==> src/rtl/instr_issue_queue.sv <==
// Instruction issue queue: buffers host instructions, issues them one at a time to the processor and waits for done.
// Latency: push into an empty idle queue drops instruct_sig 2 edges later; done sampled raises instruct_sig next edge.
// Backpressure: in_ready falls when the FIFO is full and pushes are ignored; ISSUE_TIMEOUT_EN enables the WAIT abort.

module issue_fifo #(
    parameter int W     = 34,
    parameter int DEPTH = 8
) (
    input  logic                     clk,
    input  logic                     rst,
    input  logic                     push_vld,
    input  logic [W-1:0]             push_dat,
    output logic                     push_rdy,
    input  logic                     pop_rdy,
    output logic                     pop_vld,
    output logic [W-1:0]             pop_dat,
    output logic [$clog2(DEPTH):0]   level
);
    localparam int AW = $clog2(DEPTH);
    localparam logic [AW:0] FULL_LVL = (AW+1)'(DEPTH);

    logic [W-1:0]  mem [DEPTH];
    logic [AW-1:0] wr_ptr;
    logic [AW-1:0] rd_ptr;
    logic          push;
    logic          pop;

    assign push_rdy = (level != FULL_LVL);
    assign pop_vld  = (level != '0);
    assign push     = push_vld && push_rdy;
    assign pop      = pop_rdy && pop_vld;
    assign pop_dat  = mem[rd_ptr];

    // Pointers wrap naturally because DEPTH is a power of two; level tracks occupancy
    always_ff @(posedge clk or posedge rst) begin
        if (rst) begin
            wr_ptr <= '0;
            rd_ptr <= '0;
            level  <= '0;
        end else begin
            if (push) wr_ptr <= wr_ptr + 1'b1;
            if (pop)  rd_ptr <= rd_ptr + 1'b1;
            case ({push, pop})
                2'b10:   level <= level + 1'b1;
                2'b01:   level <= level - 1'b1;
                default: level <= level;
            endcase
        end
    end

    // Storage needs no reset: an entry is only read after it has been written
    always_ff @(posedge clk) begin
        if (push) mem[wr_ptr] <= push_dat;
    end
endmodule

module instr_issue_queue #(
    parameter int DEPTH          = 8,
    parameter int GAP_CYCLES     = 2,
    parameter int WR_HOLD        = 2,
    parameter int TIMEOUT_CYCLES = 64
) (
    input  logic                     clk,
    input  logic                     rst,
    input  logic [33:0]              in_instr,
    input  logic                     in_valid,
    output logic                     in_ready,
    output logic [33:0]              instruct,
    output logic                     instruct_sig,
    input  logic                     output_sig,
    output logic                     busy,
    output logic [$clog2(DEPTH):0]   fifo_level,
    output logic [15:0]              issued_count,
    output logic                     timeout_err
);
    localparam int CMAX = (TIMEOUT_CYCLES > WR_HOLD)
                        ? ((TIMEOUT_CYCLES > GAP_CYCLES) ? TIMEOUT_CYCLES : GAP_CYCLES)
                        : ((WR_HOLD > GAP_CYCLES) ? WR_HOLD : GAP_CYCLES);
    localparam int CW   = $clog2(CMAX + 1);

    typedef enum logic [1:0] {S_IDLE, S_ISSUE, S_WAIT, S_GAP} state_t;

    state_t        state;
    state_t        state_nxt;
    logic [CW-1:0] cyc_cnt;
    logic          fifo_nempty;
    logic [33:0]   fifo_head;
    logic          pop;
    logic          complete;
    logic          wr_op;
    logic          hold_done;
    logic          gap_done;

    issue_fifo #(.W(34), .DEPTH(DEPTH)) u_fifo (
        .clk      (clk),
        .rst      (rst),
        .push_vld (in_valid),
        .push_dat (in_instr),
        .push_rdy (in_ready),
        .pop_rdy  (pop),
        .pop_vld  (fifo_nempty),
        .pop_dat  (fifo_head),
        .level    (fifo_level)
    );

    // Opcode 000 is a write that never reports done, so it completes on a fixed hold
    assign wr_op     = (instruct[33:31] == 3'b000);
    assign hold_done = (cyc_cnt == CW'(WR_HOLD - 1));
    assign gap_done  = (cyc_cnt == CW'(GAP_CYCLES - 1));
    assign busy      = (state != S_IDLE) || fifo_nempty;

`ifdef ISSUE_TIMEOUT_EN
    logic to_hit;
    assign to_hit = (cyc_cnt == CW'(TIMEOUT_CYCLES - 1));
`endif

    // State register
    always_ff @(posedge clk or posedge rst) begin
        if (rst) state <= S_IDLE;
        else     state <= state_nxt;
    end

    // Next-state: ISSUE is a single cycle so the stale echo of output_sig is never sampled
    always_comb begin
        state_nxt = state;
        case (state)
            S_IDLE:  if (fifo_nempty) state_nxt = S_ISSUE;
            S_ISSUE: state_nxt = S_WAIT;
            S_WAIT: begin
                if (wr_op) begin
                    if (hold_done) state_nxt = S_GAP;
                end else if (output_sig) begin
                    state_nxt = S_GAP;
                end
`ifdef ISSUE_TIMEOUT_EN
                else if (to_hit) begin
                    state_nxt = S_GAP;
                end
`endif
            end
            S_GAP:   if (gap_done) state_nxt = S_IDLE;
            default: state_nxt = S_IDLE;
        endcase
    end

    // Output decode: pop the head when leaving IDLE, flag a genuine completion in WAIT
    always_comb begin
        pop      = 1'b0;
        complete = 1'b0;
        case (state)
            S_IDLE:  pop = fifo_nempty;
            S_WAIT:  complete = wr_op ? hold_done : output_sig;
            default: ;
        endcase
    end

    // Cycle counter restarts on every state change; shared by WAIT hold/timeout and GAP
    always_ff @(posedge clk or posedge rst) begin
        if (rst)                     cyc_cnt <= '0;
        else if (state_nxt != state) cyc_cnt <= '0;
        else                         cyc_cnt <= cyc_cnt + 1'b1;
    end

    // Registered processor-facing outputs and completion counter
    always_ff @(posedge clk or posedge rst) begin
        if (rst) begin
            instruct     <= '0;
            instruct_sig <= 1'b1;
            issued_count <= '0;
        end else begin
            if (pop)      instruct <= fifo_head;
            instruct_sig <= (state_nxt == S_IDLE) || (state_nxt == S_GAP);
            if (complete) issued_count <= issued_count + 16'd1;
        end
    end

`ifdef ISSUE_TIMEOUT_EN
    // Sticky abort flag: WAIT ran out of cycles without a done
    always_ff @(posedge clk or posedge rst) begin
        if (rst) timeout_err <= 1'b0;
        else if ((state == S_WAIT) && !wr_op && !output_sig && to_hit) timeout_err <= 1'b1;
    end
`else
    assign timeout_err = 1'b0;
`endif
endmodule

==> config.mk <==
export PLATFORM = sky130hd
export DESIGN_NAME = instr_issue_queue
export DESIGN_NICKNAME = d
export VERILOG_FILES = /design/src/rtl/instr_issue_queue.sv
export SDC_FILE = /design/constraint.sdc
export NUM_CORES = 1
export LEC_CHECK = 0
export CORE_UTILIZATION = 63
export CTS_CLUSTER_SIZE = 25
export DETAILED_ROUTE_END_ITERATION = 10
export GPL_ROUTABILITY_DRIVEN = 0
export PLACE_DENSITY = 0.85
export SLEW_MARGIN = 25
export SYNTH_ARGS = -nofsm -noshare
export SYNTH_HDL_FRONTEND = slang
export SYNTH_SLANG_ARGS = --single-unit
==> constraint.sdc <==
create_clock -name clk -period 6.9 [get_ports clk]
set_input_delay 1.38 -clock clk [delete_from_list [all_inputs] [get_ports clk]]
set_output_delay 1.38 -clock clk [all_outputs]
set_load 0.005 [all_outputs]
==> flow_summary_export.csv, run 1 <==
group,metric,value,unit
yosys,synthMuxAreaShare,0.144,
yosys,synth_top_flop_cell,"sky130_fd_sc_hd__edfxtp_1",
yosys,ys_seq_elements,342,
setup_path,r2r_setup_slack,3.44,ns
floorplanning,floorplan.die.height,147,um
place,dp_cells,1028,
setup_path,reg2reg_to,"u_fifo.level[3]",
yosys,synthAdderAreaFrac,0.00905,
yosys,synth_edf_count,272,
worst_hold_path,number_of_cells_traversed_by_the_worst_hold_path,2,
sta,final_max_slew_viol_count,0,
route,remaining_drc_errors,0,
setup_path,worst-r2r-cell-count,10,
power_and_ir_drop,power.static_leakage,5.53,nW
yosys,synth.net_count,732,
sta,finalSetupTns,0,ns
sta,finalSetupViolCount,0,
grt,grt_start_max_net_pins,73,
route,antenna_left,0,
place,place_worst_setup_slack,3.02,ns
setup_path,worst_ep_arrival_time,2.18,ns
grt,grt-ovfl-total,0,
cts,tritoncts_clock_tree,"done",
run,drv_cap,0,
place,detailed_place.area,0.0147,sq mm
sta,postLayoutSetupSlackWorst,3.34,ns
route,final_routed_wire_length_divided_by_cell_count,26.6,um
cts,clock_insertion_delay_worst_skew,0.50,ns
cts,cts-resized-gates,0,
route,route.vias.total,6982,
yosys,main_combinational_cell_family_by_area_after_synthesis,"multiplexers",
grt,grt_first_pass_wirelength,44.3,mm
setup_path,cp_max_fo,5,
cts,cts_hold_buf,0,
setup_path,crit_chain,"or4b_2 -> clkdlybuf4s50_1",
setup_path,delay_of_the_slowest_critical_path_stage,0.77,ns
yosys,synth.avg_cell_area,19.4,sq um
sta,worst_case_headroom_to_the_max_slew_limit,0.365,
yosys,asyncSetResetFlopFracSynth,0.205,
setup_path,setup.worst_path.end_class,"primary output",
worst_hold_path,hold_class,"reg -> reg",
floorplanning,fp.dieArea,0.0217,sq mm
floorplanning,core-area,0.0204,sq mm
power_and_ir_drop,ir_drop,324,uV
sta,fmax,281,MHz
sta,finClkSkew,0.0225,ns
power_and_ir_drop,power.density,418,mW/mm^2
setup_path,rr_startpoint,"u_fifo.level[0]",
cts,cts_root_buffer,"sky130_fd_sc_hd__clkbuf_16",
sta,worst-slew-pin-transition,0.952,ns
final_layout,finalNetCount,841,
yosys,synth-simple-area-share,0.0475,
cts,clock_sink_count,342,
final_layout,layout-drive-gt1-share,0.193,
final_layout,diodes,0,
sta,layout_worst_path_cycle_share,0.516,
route,routed_via_density,6.41,
final_layout,final_cells,1089,
sta,final_number_of_hold_violating_endpoints,0,
yosys,yosys_warnings,0,
yosys,synth-compound-area-share,0.0188,
final_layout,layout.core_utilization,0.772,
setup_path,worstSetupPathType,"reg -> out",
cts,number_of_clock_buffers_inserted_by_tritoncts,34,
sta,unrepaired_setup_endpoints_after_global_routing,"false",
sta,hold_ws,0.480,ns
cts,post_cts.repair.setup_buffers,0,
place,dpl.hpwl,16.1,mm
cts,clockBufferDepth,3,
yosys,number_of_distinct_library_cell_variants_in_the_gate_level_netlist_after_synthesis,45,
grt,grt_antenna_before_repair,0,
grt,grt_usage,0.281,
setup_path,cp-start-kind,"register",
worst_hold_path,timing.hold.worst_endpoint,"instruct[20]",
place,buffer_ports.inserted,94,
floorplanning,num_rows,52,
cts,worst_setup_hold_path_clk_slew,0.06,ns
route,postRouteWirelength,29.0,mm
status,status,"finished clean",
worst_hold_path,hold_start,"instruct[20]",
yosys,yosysSeqAreaShare,0.747,
floorplanning,initial_standard_cell_utilization_of_the_core,0.650,
power_and_ir_drop,power,6.60,mW
route,drt_first_iter_violations,687,
yosys,synthCells,685,
route,drt-pass1-iter-count,6,
yosys,netlist_area,0.0133,sq mm
grt,grt_pass1_vias,7381,
sta,layout_min_cycle_time,3.56,ns
yosys,synthXorXnorAreaFrac,0.0171,
final_layout,syn2layout_area_growth,18.7,%
floorplanning,die_width,147,um
setup_path,cp_data_required_time,5.52,ns
setup_path,slowest_stage,"sky130_fd_sc_hd__or4b_2",
cts,cts_htree_levels,2,
final_layout,final_cell_area,0.0158,sq mm
floorplanning,floorplan.io_pins,96,
[cell usage after synthesis (all sizes together), types with 2 or more instances]
library cell	count	area [sq um]
xnor2	10	87.6
inv	8	30.0
or4b	2	20.0
edfxtp	272	8170
nand2b	4	25.0
mux2i	36	360
nor4b	2	32.5
nor2	20	75.1
and4	2	17.5
nand3	10	50.1
dfrtp	69	1730
nand2	51	191
ha	8	100
mux4	68	1530
buf	28	159
o211ai	2	15.0
xor2	16	140
nor4	11	120
mux2	2	22.5
or2	2	12.5
clkbuf	6	22.5
o21ai	35	175
nor3	7	46.3
[cells by family after synthesis]
group | after synthesis
buffers and inverters | 42
and+or+nand+nor | 116
DFF | 342
xor gates and xnor gates | 26
other | 1
AOI/OAI and AO/OA | 43
adders and majority gates | 9
muxes | 106
[area by class of cell]
type                       count  area (sq um)
sequential                   342          9930
fill                        1056          4670
multi-input combinational    301          3220
timing repair buffer         107          1160
clock buffer                  43           916
tap                          270           338
clock inverter                18           174
inverter                       8          31.3
[critical path, delay by kind of cell (launching register included)]
family / cells / cell delay, ns
simple gates: 1 / 0.77
buf+inv: 1 / 0.48
flops: 1 / 0.43
[power breakdown]
part / internal [mW] / total, mW / switching (mW)
clock: 1.06 / 1.81 / 0.756
sequential: 2.65 / 2.96 / 0.312
combinational: 0.911 / 1.82 / 0.907
[cell usage in the layout (no fill, tap or decap), types with 7 or more instances in the layout]
cell	count
sky130_fd_sc_hd__buf_4	7
sky130_fd_sc_hd__clkbuf_1	7
sky130_fd_sc_hd__clkbuf_16	35
sky130_fd_sc_hd__clkdlybuf4s50_1	94
sky130_fd_sc_hd__clkinv_2	9
sky130_fd_sc_hd__dfrtp_1	66
sky130_fd_sc_hd__edfxtp_1	272
sky130_fd_sc_hd__ha_1	8
sky130_fd_sc_hd__inv_1	7
sky130_fd_sc_hd__mux2i_1	36
sky130_fd_sc_hd__mux4_2	68
sky130_fd_sc_hd__nand2_1	51
sky130_fd_sc_hd__nand3_1	10
sky130_fd_sc_hd__nor2_1	14
sky130_fd_sc_hd__nor4_1	7
sky130_fd_sc_hd__o21ai_0	35
sky130_fd_sc_hd__xnor2_1	10
sky130_fd_sc_hd__xor2_1	16
[worst max path at each step]
| stage | startpoint | end | slack (ns) | cells past startpoint |
|---|---|---|---|---|
| 2_1_floorplan | in_valid | u_fifo.mem[0][0] | 2.31 | 3 |
| 3_3_place_gp | in_valid | u_fifo.mem[0][1] | 2.73 | 5 |
| 3_5_place_dp | in_valid | u_fifo.mem[0][10] | 3.02 | 5 |
| 4_1_cts | u_fifo.level[2] | in_ready | 3.34 | 2 |
| 5_1_grt | u_fifo.level[0] | u_fifo.level[3] | 3.18 | 10 |
| 6_report | u_fifo.level[2] | in_ready | 3.34 | 2 |
[flip-flops by register name, indices dropped and copies added (netlist names)]
signal         cells
u_fifo.mem       272
u_fifo.level       4
state              2
u_fifo.wr_ptr      3
issued_count      16
instruct          34
instruct_sig       1
cyc_cnt            7
u_fifo.rd_ptr      3
[layer usage]
metal | up-vias | GRT usage | share of wire
li1 | 2913 | - | -
met1 | 3613 | 0.374 | 0.37
met2 | 392 | 0.475 | 0.52
met3 | 64 | 0.0472 | 0.076
met4 | 0 | 0.0990 | 0.027
met5 | - | 0 | 0
No activity file was read; power rests on OpenSTA's default activity.
==> inputs of run 2 (changes only) <==
- CORE_UTILIZATION: 63 -> 58
- PLACE_DENSITY: 0.85 -> 0.79
- clock period: 6.9 -> 3.5 ns (I/O delays scaled with it)
==> flow_summary_export.csv, run 2 (same netlist as run 1, synthesis figures left out) <==
group,metric,value,unit
place,buffer_ports.inserted,94,
power_and_ir_drop,power.static_leakage,5.52,nW
route,postRouteWirelength,25.5,mm
final_layout,syn2layout_area_growth,18.8,%
final_layout,regMostFlops,"u_fifo.mem",
grt,grt_usage,0.227,
grt,grt_antenna_before_repair,0,
floorplanning,core-area,0.0222,sq mm
final_layout,finalNetCount,845,
setup_path,crit_chain,"or4b_2 -> clkdlybuf4s50_1",
floorplanning,floorplan.die.height,153,um
sta,worst-slew-pin-transition,0.924,ns
grt,grt-ovfl-total,0,
setup_path,slowest_stage,"sky130_fd_sc_hd__or4b_2",
cts,post_cts.repair.setup_buffers,0,
floorplanning,num_rows,54,
place,dpl.hpwl,14.8,mm
grt,grt_start_max_net_pins,72,
route,drt_first_iter_violations,460,
sta,finalSetupTns,0,ns
floorplanning,fp.dieArea,0.0235,sq mm
cts,tritoncts_clock_tree,"done",
floorplanning,floorplan.io_pins,96,
final_layout,layout.cells.most_common_list,"sky130_fd_sc_hd__edfxtp_1 (272), sky130_fd_sc_hd__clkdlybuf4s50_1 (94), sky130_fd_sc_hd__mux4_2 (68), sky130_fd_sc_hd__dfrtp_1 (66), sky130_fd_sc_hd__nand2_1 (51)",
final_layout,biggestRegsByFlops,"u_fifo.mem: 272 flops, instruct: 34 flops, issued_count: 16 flops",
route,drt-pass1-iter-count,5,
setup_path,cp_num_buf_inv,1,
final_layout,mostFrequentLayoutCell,"sky130_fd_sc_hd__edfxtp_1",
sta,final_number_of_hold_violating_endpoints,0,
setup_path,cp_top_family,"simple AND/OR/NAND/NOR gates",
cts,cts_hold_buf,0,
run,drv_cap,0,
cts,cts_root_buffer,"sky130_fd_sc_hd__clkbuf_16",
final_layout,layout-drive-gt1-share,0.197,
status,status,"finished clean",
sta,finClkSkew,0.0164,ns
setup_path,cp_data_required_time,2.80,ns
power_and_ir_drop,power,12.8,mW
power_and_ir_drop,ir_drop,513,uV
cts,clock_sink_count,342,
power_and_ir_drop,power.density,814,mW/mm^2
final_layout,diodes,0,
place,dp_cells,1042,
grt,grt_pass1_vias,7035,
route,antenna_left,0,
cts,worst_setup_hold_path_clk_slew,0.06,ns
cts,clockBufferDepth,3,
sta,layout_min_cycle_time,2.93,ns
sta,final_max_slew_viol_count,0,
floorplanning,initial_standard_cell_utilization_of_the_core,0.599,
route,routed_via_density,6.03,
setup_path,setup.worst_path.end_class,"primary output",
route,route.vias.total,6660,
setup_path,worst_ep_arrival_time,2.23,ns
worst_hold_path,hold_class,"reg -> reg",
sta,fmax,342,MHz
sta,unrepaired_setup_endpoints_after_global_routing,"false",
cts,cts-resized-gates,0,
sta,finalSetupViolCount,0,
cts,clock_insertion_delay_worst_skew,0.52,ns
setup_path,delay_of_the_slowest_critical_path_stage,0.77,ns
floorplanning,die_width,153,um
grt,grt_first_pass_wirelength,40.0,mm
route,final_routed_wire_length_divided_by_cell_count,23.1,um
route,remaining_drc_errors,0,
sta,worst_case_headroom_to_the_max_slew_limit,0.384,
sta,layout_worst_path_cycle_share,0.836,
setup_path,cp_max_fo,5,
final_layout,final_cells,1104,
final_layout,largest_register_ffs,272,
setup_path,cp-start-kind,"register",
cts,cts_htree_levels,2,
setup_path,worstSetupPathType,"reg -> out",
final_layout,n_fill_cell,1280,
cts,number_of_clock_buffers_inserted_by_tritoncts,34,
run 2: cell count changes in the layout (fill, tap and decap cells not counted), sizes merged:
| cell | previous run | this run |
|---|---|---|
| clkinv | 15 | 14 |
| clkinvlp | 0 | 2 |
| clkbuf | 43 | 41 |
| bufinv | 3 | 4 |
| inv | 8 | 9 |
| buf | 13 | 17 |
run 2: power breakdown:
part / switching [mW] / total, mW / internal, mW
Sequential: 0.643 / 5.86 / 5.22
Combinational: 1.59 / 3.38 / 1.79
Clock: 1.48 / 3.60 / 2.12
Total: 3.71 / 12.8 / 9.13
run 2: worst paths after layout:
kind / start / end / slack, ns / cells after the start
worst max-delay path: u_fifo.level[2] / in_ready / 0.57 / 2
worst max register to register: u_fifo.level[2] / u_fifo.level[3] / 0.78 / 8
worst min-delay path: issued_count[15] / issued_count[15] / 0.47 / 1
max in group asynchronous: rst / instruct[9] / 2.24 / 3
min in group asynchronous: rst / instruct[33] / 0.61 / 2
worst min register to register: issued_count[15] / issued_count[15] / 0.47 / 1
run 2: cell type report:
class,count,area [sq um],area share
flip-flops and latches,342,9930,0.630
multi-input cells,301,3220,0.204
repair buffers,111,1130,0.0717
clock buffers,41,887,0.0563
well taps,280,350,0.0222
clock inverters,21,224,0.0142
inverters,8,31.3,0.00198
run 2: per-layer routing:
layer  vias to the layer above  routed length, um  global-route usage
met5                         -                  0                   0
met3                        48               1400              0.0366
met1                      3442              10400               0.298
li1                       2925                  -                   -
met4                         0                545              0.0702
met2                       245              13200               0.391
run 2: through the flow:
stage / util / hold WS [ns] / setup slack, ns / instance area, sq um
2_1_floorplan: - / 0.453 / 0.503 / 13300
3_3_place_gp: 0.661 / 0.457 / 0.736 / 14700
3_5_place_dp: 0.661 / 0.464 / 0.695 / 14700
4_1_cts: 0.712 / 0.476 / 0.580 / 15800
5_1_grt: 0.712 / 0.501 / 0.528 / 15800
6_report: 0.712 / 0.474 / 0.574 / 15800
==> inputs of run 3 (changes only) <==
- clock period: 3.5 -> 2.95 ns (I/O delays scaled with it)
==> flow_summary_export.csv, run 3 (same netlist as run 1, synthesis figures left out) <==
group,metric,value,unit
final_layout,layout-drive-gt1-share,0.204,
power_and_ir_drop,ir_drop,646,uV
final_layout,largest_register_ffs,272,
route,routed_via_density,6.10,
status,status,"finished clean",
floorplanning,num_rows,54,
sta,worst_case_headroom_to_the_max_slew_limit,0.443,
setup_path,rr_startpoint,"u_fifo.level[2]",
cts,number_of_clock_buffers_inserted_by_tritoncts,34,
cts,cts-resized-gates,0,
cts,clock_insertion_delay_worst_skew,0.50,ns
sta,hold_ws,0.334,ns
setup_path,worstSetupPathType,"reg -> out",
final_layout,diodes,0,
floorplanning,core-area,0.0222,sq mm
sta,final_number_of_hold_violating_endpoints,0,
sta,fmax,361,MHz
cts,cts_htree_levels,2,
final_layout,regMostFlops,"u_fifo.mem",
setup_path,setup.worst_path.end_class,"primary output",
route,route.vias.total,6788,
grt,use_met3,0.0383,
floorplanning,die_width,153,um
floorplanning,initial_standard_cell_utilization_of_the_core,0.599,
sta,finalSetupTns,0,ns
route,drt_first_iter_violations,528,
route,final_routed_wire_length_divided_by_cell_count,23.6,um
place,dp_cells,1052,
setup_path,cp_max_fo,5,
cts,post_cts.repair.setup_buffers,0,
grt,grt_usage,0.236,
cts,clockBufferDepth,3,
sta,final_max_slew_viol_count,0,
final_layout,layout.cells.most_common_list,"sky130_fd_sc_hd__edfxtp_1 (272), sky130_fd_sc_hd__clkdlybuf4s50_1 (94), sky130_fd_sc_hd__mux4_2 (68), sky130_fd_sc_hd__dfrtp_1 (66), sky130_fd_sc_hd__nand2_1 (51)",
grt,grt_antenna_before_repair,0,
grt,grt_util_met2,0.412,
run,drv_cap,0,
grt,grt_first_pass_wirelength,41.4,mm
power_and_ir_drop,power,15.2,mW
grt,busiest_layer,"met2",
setup_path,cp_data_required_time,2.36,ns
worst_hold_path,hold_class,"in -> async",
sta,finalSetupViolCount,0,
place,buffer_ports.inserted,94,
setup_path,r2r_setup_slack,0.30,ns
final_layout,biggestRegsByFlops,"u_fifo.mem: 272 flops, instruct: 34 flops, issued_count: 16 flops",
setup_path,reg2reg_to,"u_fifo.level[3]",
floorplanning,fp.dieArea,0.0235,sq mm
place,dpl.hpwl,15.2,mm
sta,layout_worst_path_cycle_share,0.938,
sta,finClkSkew,0.0107,ns
cts,worst_setup_hold_path_clk_slew,0.06,ns
final_layout,final_cells,1113,
setup_path,worst_ep_arrival_time,2.18,ns
cts,cts_root_buffer,"sky130_fd_sc_hd__clkbuf_16",
floorplanning,floorplan.die.height,153,um
grt,gr-usage-met1,0.296,
cts,clock_sink_count,342,
sta,worst-slew-pin-transition,0.835,ns
power_and_ir_drop,power.static_leakage,5.57,nW
power_and_ir_drop,power.density,959,mW/mm^2
place,detailed_place.area,0.0148,sq mm
final_layout,finalNetCount,855,
cts,cts_hold_buf,0,
setup_path,worst-r2r-cell-count,8,
route,remaining_drc_errors,0,
floorplanning,floorplan.io_pins,96,
grt,grt_start_max_net_pins,72,
grt,grt_pass1_vias,7438,
setup_path,cp-start-kind,"register",
route,drt-pass1-iter-count,5,
final_layout,mostFrequentLayoutCell,"sky130_fd_sc_hd__edfxtp_1",
final_layout,final_cell_area,0.0158,sq mm
final_layout,syn2layout_area_growth,19.2,%
grt,grt-ovfl-total,0,
sta,unrepaired_setup_endpoints_after_global_routing,"false",
sta,layout_min_cycle_time,2.77,ns
route,antenna_left,0,
cts,tritoncts_clock_tree,"done",
route,postRouteWirelength,26.2,mm
-- run 3: changes by cell type in the layout (fill, tap and decap cells not counted), sizes merged --
cell,previous run,this run
clkbuf,41,44
inv,9,8
bufinv,4,2
buf,17,27
clkinvlp,2,0
clkinv,14,15
-- run 3: per-layer routing --
metal | routed length [um] | vias up
li1 | - | 2939
met1 | 10200 | 3521
met2 | 13700 | 266
met3 | 1570 | 62
met4 | 771 | 0
met5 | 0 | -
-- run 3: worst max-delay path by stage --
stage                    start          endpoint  slack [ns]
6_report       u_fifo.level[2]          in_ready        0.18
5_1_grt        u_fifo.level[2]          in_ready        0.16
4_1_cts        u_fifo.level[2]          in_ready        0.17
3_5_place_dp   u_fifo.level[2]   u_fifo.level[3]        0.33
3_3_place_gp   u_fifo.level[2]   u_fifo.level[3]        0.37
2_1_floorplan  u_fifo.level[3]  u_fifo.mem[6][0]       -0.02
-- run 3: layout make-up --
type	instances	area (sq um)
Clock buffer	44	920
Clock inverter	17	131
Timing Repair Buffer	121	1240
Sequential cell	342	9930
Multi-Input combinational cell	301	3220
Inverter	8	31.3
Fill cell	1274	6340
Tap cell	280	350
-- run 3: where the power goes --
group	switching [mW]	total, mW	internal (mW)
clock	1.69	4.07	2.38
sequential	0.705	6.90	6.20
combinational	2.00	4.20	2.20
total	4.40	15.2	10.8
-- run 3: critical path, stage by stage (launching register included) --
cell and delay [ns]:
sky130_fd_sc_hd__dfrtp_1 0.43, sky130_fd_sc_hd__or4b_2 0.75, sky130_fd_sc_hd__clkdlybuf4s50_1 0.51
-- run 3: through the flow --
| stage | worst slack (ns) | util |
|---|---|---|
| after floorplan | -0.0155 | - |
| after global placement | 0.375 | 0.667 |
| after detailed placement | 0.326 | 0.667 |
| after CTS | 0.174 | 0.714 |
| after global routing | 0.156 | 0.714 |
| final | 0.182 | 0.714 |
